==> src/rtl/otter_iobus_periph.sv <==
`default_nettype none
// ============================================================================
// Module      : otter_iobus_periph
// Description : IOBUS target for the OTTER MCU. Provides synchronized switch
//               inputs, an LED register and a compare timer with prescaler,
//               auto-reload and a level interrupt. Read data is registered,
//               so data for an address in cycle N appears in cycle N+1.
// Revision    : 1.0 - initial release
// ============================================================================
module otter_iobus_periph #(
    parameter logic [31:0] BASE_ADDR = 32'h1100_0000,
    parameter int          SW_WIDTH  = 16,
    parameter int          LED_WIDTH = 16,
    parameter int          PRESCALE  = 1
) (
    input  logic                 CLK,
    input  logic                 RESET,
    input  logic [31:0]          IOBUS_ADDR,
    input  logic [31:0]          IOBUS_OUT,
    input  logic                 IOBUS_WR,
    output logic [31:0]          IOBUS_IN,
    input  logic [SW_WIDTH-1:0]  SWITCHES,
    output logic [LED_WIDTH-1:0] LEDS,
    output logic                 INTR
);

    // Register word indices (byte offset >> 2)
    localparam logic [5:0]  c_OFF_SW    = 6'h00;  // 0x00
    localparam logic [5:0]  c_OFF_LED   = 6'h08;  // 0x20
    localparam logic [5:0]  c_OFF_TCTRL = 6'h10;  // 0x40
    localparam logic [5:0]  c_OFF_TCMP  = 6'h11;  // 0x44
    localparam logic [5:0]  c_OFF_TCNT  = 6'h12;  // 0x48
    localparam logic [5:0]  c_OFF_TSTAT = 6'h13;  // 0x4C
    localparam logic [15:0] c_PRESC_LAST = 16'(PRESCALE - 1);

    logic [SW_WIDTH-1:0]  r_sw_meta;
    logic [SW_WIDTH-1:0]  r_sw_sync;
    logic [LED_WIDTH-1:0] r_led;
    logic                 r_en;
    logic                 r_auto;
    logic                 r_ie;
    logic [31:0]          r_tcmp;
    logic [31:0]          r_tcnt;
    logic                 r_match;
    logic [15:0]          r_presc;
    logic [31:0]          r_rdata;

    logic                 w_hit;
    logic [5:0]           w_off;
    logic                 w_wr_led;
    logic                 w_wr_tctrl;
    logic                 w_wr_tcmp;
    logic                 w_wr_tcnt;
    logic                 w_wr_tstat;
    logic                 w_tick;
    logic                 w_match_now;
    logic [31:0]          w_rdata;
    logic [31:0]          w_sw_ext;
    logic [31:0]          w_led_ext;
    logic                 w_unused_addr;

    // Address decode: 256-byte window, word access only
    assign w_hit         = (IOBUS_ADDR[31:8] == BASE_ADDR[31:8]);
    assign w_off         = IOBUS_ADDR[7:2];
    assign w_unused_addr = &{1'b0, IOBUS_ADDR[1:0]};

    assign w_wr_led   = IOBUS_WR & w_hit & (w_off == c_OFF_LED);
    assign w_wr_tctrl = IOBUS_WR & w_hit & (w_off == c_OFF_TCTRL);
    assign w_wr_tcmp  = IOBUS_WR & w_hit & (w_off == c_OFF_TCMP);
    assign w_wr_tcnt  = IOBUS_WR & w_hit & (w_off == c_OFF_TCNT);
    assign w_wr_tstat = IOBUS_WR & w_hit & (w_off == c_OFF_TSTAT);

    // A tick fires on the last prescaler count while the timer is enabled
    assign w_tick      = r_en & (r_presc == c_PRESC_LAST);
    assign w_match_now = w_tick & (r_tcnt == r_tcmp);

    assign LEDS     = r_led;
    assign INTR     = r_match & r_ie;
    assign IOBUS_IN = r_rdata;

    // Zero-extend the narrow registers to bus width and select read data
    always_comb begin
        w_sw_ext                  = '0;
        w_sw_ext[SW_WIDTH-1:0]    = r_sw_sync;
        w_led_ext                 = '0;
        w_led_ext[LED_WIDTH-1:0]  = r_led;
        w_rdata                   = '0;
        if (w_hit) begin
            case (w_off)
                c_OFF_SW:    w_rdata = w_sw_ext;
                c_OFF_LED:   w_rdata = w_led_ext;
                c_OFF_TCTRL: w_rdata = {29'd0, r_ie, r_auto, r_en};
                c_OFF_TCMP:  w_rdata = r_tcmp;
                c_OFF_TCNT:  w_rdata = r_tcnt;
                c_OFF_TSTAT: w_rdata = {31'd0, r_match};
                default:     w_rdata = '0;
            endcase
        end
    end

    // Registered read data: value from before the edge, one-cycle latency
    always_ff @(posedge CLK or negedge RESET) begin
        if (!RESET) r_rdata <= '0;
        else        r_rdata <= w_rdata;
    end

    // Two-flop synchronizer for the asynchronous switches
    always_ff @(posedge CLK or negedge RESET) begin
        if (!RESET) begin
            r_sw_meta <= '0;
            r_sw_sync <= '0;
        end else begin
            r_sw_meta <= SWITCHES;
            r_sw_sync <= r_sw_meta;
        end
    end

    // LED output register
    always_ff @(posedge CLK or negedge RESET) begin
        if (!RESET)        r_led <= '0;
        else if (w_wr_led) r_led <= IOBUS_OUT[LED_WIDTH-1:0];
    end

    // Timer control; a CPU write wins over the one-shot clear of EN
    always_ff @(posedge CLK or negedge RESET) begin
        if (!RESET) begin
            r_en   <= 1'b0;
            r_auto <= 1'b0;
            r_ie   <= 1'b0;
        end else if (w_wr_tctrl) begin
            r_en   <= IOBUS_OUT[0];
            r_auto <= IOBUS_OUT[1];
            r_ie   <= IOBUS_OUT[2];
        end else if (w_match_now && !r_auto) begin
            r_en   <= 1'b0;
        end
    end

    // Compare value register
    always_ff @(posedge CLK or negedge RESET) begin
        if (!RESET)         r_tcmp <= '0;
        else if (w_wr_tcmp) r_tcmp <= IOBUS_OUT;
    end

    // Prescaler: runs while enabled, restarted by a TCNT write
    always_ff @(posedge CLK or negedge RESET) begin
        if (!RESET)          r_presc <= '0;
        else if (w_wr_tcnt)  r_presc <= '0;
        else if (r_en)       r_presc <= (r_presc == c_PRESC_LAST) ? 16'd0 : r_presc + 16'd1;
    end

    // Counter: CPU write wins; on a tick match reloads/holds, else increments
    always_ff @(posedge CLK or negedge RESET) begin
        if (!RESET) begin
            r_tcnt <= '0;
        end else if (w_wr_tcnt) begin
            r_tcnt <= IOBUS_OUT;
        end else if (w_tick) begin
            if (w_match_now) r_tcnt <= r_auto ? 32'd0 : r_tcnt;
            else             r_tcnt <= r_tcnt + 32'd1;
        end
    end

    // Match flag: set beats write-one-to-clear on the same edge
    always_ff @(posedge CLK or negedge RESET) begin
        if (!RESET) r_match <= 1'b0;
        else        r_match <= w_match_now | (r_match & ~(w_wr_tstat & IOBUS_OUT[0]));
    end

endmodule
`default_nettype wire

==> config.mk <==
export PLATFORM = sky130hd
export DESIGN_NAME = otter_iobus_periph
export DESIGN_NICKNAME = d
export VERILOG_FILES = /design/src/rtl/otter_iobus_periph.sv
export SDC_FILE = /design/constraint.sdc
export NUM_CORES = 1
export LEC_CHECK = 0
export ABC_CLOCK_PERIOD_IN_PS = 3220
export BUFFER_PORTS_ARGS = -buffer_cell sky130_fd_sc_hd__clkbuf_2
export CORE_ASPECT_RATIO = 1.2
export CORE_MARGIN = 2
export CORE_UTILIZATION = 45
export DETAILED_ROUTE_END_ITERATION = 10
export PLACE_DENSITY_LB_ADDON = 0.15
export SLEW_MARGIN = 5
export SYNTH_ARGS = -nofsm -noshare
export SYNTH_HDL_FRONTEND = slang
export SYNTH_SLANG_ARGS = --single-unit
==> constraint.sdc <==
create_clock -name CLK -period 3.22 [get_ports CLK]
set_input_delay 0.322 -clock CLK [delete_from_list [all_inputs] [get_ports CLK]]
set_output_delay 0.322 -clock CLK [all_outputs]
set_load 0.1 [all_outputs]
==> impl_results.md <==
* Routed WL at 22000 um
* Flops & latches, synth at 164
* Share of layout cells above drive strength 1 at roughly 30%
* Actual slew at the worst max-slew pin at 712 ps
* 1st-pass router iterations at 8
* Period utilization at between 90% and 100%
* Async S/R FF share, synth at between 90% and 100%
* Clk root buf: clkbuf_16
* Worst vdd ir at just under 300 uV
* Cell Rows at 53
* H-tree lvl count at 4
* Worst-path maximum fanout at 10
* # clock sinks at around 160
* Min cycle time layout at approximately 3000 ps
* Worst hold-check path type: input port to flop
* Total GRT Usage at between 20% and 30%
* Worst setup path start: r_presc[0]
* Crit path arrival time at 3310 ps
* Setup TNS Final at 0 ps
* Yosys warns at 0
* Pleak at ~4.5 nW
* Sequential group share of total power at around half
* Detailed placement HPWL at about 15000 um
* Top-count cell post-synth: dfrtp_1
* Cell-by-cell trace of the critical path: inv_1, ha_1, or4b_4, or2_1, or4_4, or4_1, a21o_1, a31oi_1
* Clock Power Share at between 40% and 50%
* Power Internal at 3.22 mW
* Post-route cell area at 9730 um^2
* Clock Latency Late Sink at 440 ps
* Max-cap violation count at 0
* Ports at approximately 130
* Fmax at between 0.3 and 0.4 GHz
* Post-CTS Setup Bufs at 0
* Status: completed
* IO Port Bufs at 129
* Sw Ratio at a little under a quarter
* Fin cells at 1147
* Worst-path clk slew at about 70 ps
* Post-synth top cells: dfrtp_1 (164), nor2_1 (96), mux2_2 (75)
* HP Start: IOBUS_OUT[16]
* CP Capture Point: r_tcnt[27]
* Initial antenna violation count at 0
* Total design power at 4.20 mW
* RSZ-0062 raised after global routing: false
* WP data required at around 3600 ps
* DRC errors left at 0
* Sequential-to-total area share from yosys stat at 50.6%
* Full die area at between 15000 and 20000 um^2
* Mapped Avg Cell Area at ~10 um^2
* Clock buffer depth at 2
* PwrDens at between 400 and 500 nW/um^2
* Critical Path Stages at 8
* Reg2Reg Capture Point: r_tcnt[27]
* Vias per inst at 5.79
* CORE AREA at 17600 um^2
* CP endpoint kind: flop
* Yosys top cell area share at between 50% and 60%
* Die Y at about 150 um
* Max-slew headroom at ~52%
* GR Overflow Total at 0
* TritonCTS clock tree: yes
* Die Wd at about 130 um
* Syn Inst Count at 792
* Net count reported at finish at 1000
* Pre-CTS WS at 278 ps
* FF-to-FF Start: r_presc[0]
* Count of final hold-check violations at 0
* Post-synth EDFFs at 0
* Placed cells at 1098
* First-pass GRT wire length at about 35000 um
* Routed WL per cell at approximately 19 um
* Primary FF master, synth: dfrtp_1
* Post-Syn Area at 8120 um^2
* Final WS setup at around 260 ps
* Crit Path Class: flop to flop
* Area Overhead vs Synth at 19.9%
* Setup crit start kind: flop
* Total net switching power at ~1000 uW
* Synth area leader: dfrtp_1
* Worst path slowest cell: or4_4
* N_diodes at 0
* Largest net degree at the start of global routing at slightly above 90
* R2R setup slack at around 260 ps
* Post-DRT Antenna Nets at 0
* Pins Over Slew Limit at 0
* Final core utilization at between 50% and 60%
* Netlist cell types at 51
* Register-to-Register Path Depth at 8
* Gp weighted congestion at just under 1
* Vias in the first global route at between 6000 and 7000
* Starting Density at a little under half
* WP buf/inv at 1
* Worst-case clock skew at between 10 and 15 ps
* Gate power share at between 3 and 4%
* Vias at around 6600
* Final Setup Violations at 0
* Family with the most delay on the worst path: simple AND/OR/NAND/NOR gates
* Initial DRC count at 568
* Total CTS buffers at 17
* Delay of the slowest critical-path stage at ~630 ps
* WHS Path Cells at 2
* Hold_ws at between 100 and 150 ps
* Synth area leaders: dfrtp_1 (51%), mux2_2 (10%), nor2_1 (4.4%)
* Placed inst area at between 8000 and 9000 um^2
* Syn Nets at about 900
==> state kept, by name (all words and copies together), names as in the netlist <==
register and cells:
r_tcmp 32, r_en 1, IOBUS_IN 32, r_sw_sync 16, r_presc 16, LEDS 16, r_tcnt 32, r_match 1
r_sw_meta 16, r_ie 1, r_auto 1
==> cells by family (layout without fill, tap and decap cells) <==
group / Yosys count / in the layout / synth area share [%]
and+or+nand+nor: 288 / 288 / 17.7
DFF: 164 / 164 / 50.6
AOI/OAI and AO/OA: 130 / 130 / 10.8
muxes: 88 / 88 / 12.2
buffers and inverters: 75 / 210 / 3.58
xor gates and xnor gates: 44 / 44 / 4.75
adders and majority gates: 3 / 3 / 0.463
==> routing by layer <==
metal,GRT usage [%],vias up,share of wire (%)
met5,0,-,0
met4,8.24,0,2.0
met3,4.10,35,5.3
met2,40.6,249,50
met1,30.3,3267,42
li1,-,3090,-
==> cells in the final DEF, fill, tap and decap left out, types with 21 or more instances in the layout <==
| cell | count |
|---|---|
| dfrtp_1 | 164 |
| clkbuf_2 | 128 |
| nor2_1 | 94 |
| mux2_2 | 75 |
| nand2_1 | 54 |
| xor2_1 | 41 |
| a21oi_1 | 32 |
| nand3_1 | 30 |
| buf_4 | 24 |
| nand4_1 | 21 |
==> worst min-delay path by stage <==
stage	endpoint	slack (ps)
global placement	IOBUS_IN[21]	170
finish	r_tcmp[16]	150
global route	r_tcmp[6]	140
detailed placement	r_tcmp[21]	170
floorplan	IOBUS_IN[0]	30
CTS	r_tcmp[31]	140
==> area by class of cell <==
class | instances | area [um^2]
tap | 220 | 275
clock buffer | 18 | 429
clock inverter | 14 | 129
multi-input combinational | 553 | 3740
timing repair buffer | 171 | 1020
inverter | 7 | 26.3
sequential | 164 | 4100
fill | 1518 | 7850
==> worst register-to-register path, stage by stage (launching register included) <==
cell	delay [ps]
dfrtp_1	430
inv_1	100
ha_1	130
or4b_4	460
or2_1	270
or4_4	630
or4_1	530
a21o_1	190
a31oi_1	140
==> repair_timing <==
action                                  CTS  global route
hold buffers                             17             0
gates resized for setup                   0             0
endpoints found under the setup margin    0             0
endpoints found under the hold margin    32             0
==> power groups by stage <==
stage                     registers (mW)  logic (mW)  clock network (mW)
after floorplan                     2.12      0.0339                   0
final                               2.09       0.163                1.95
after detailed placement            2.12       0.151                   0
after CTS                           2.09       0.168                1.99
after global routing                2.09       0.183                2.09
after global placement              2.12       0.148                   0
(Power assumes the default switching activity.)
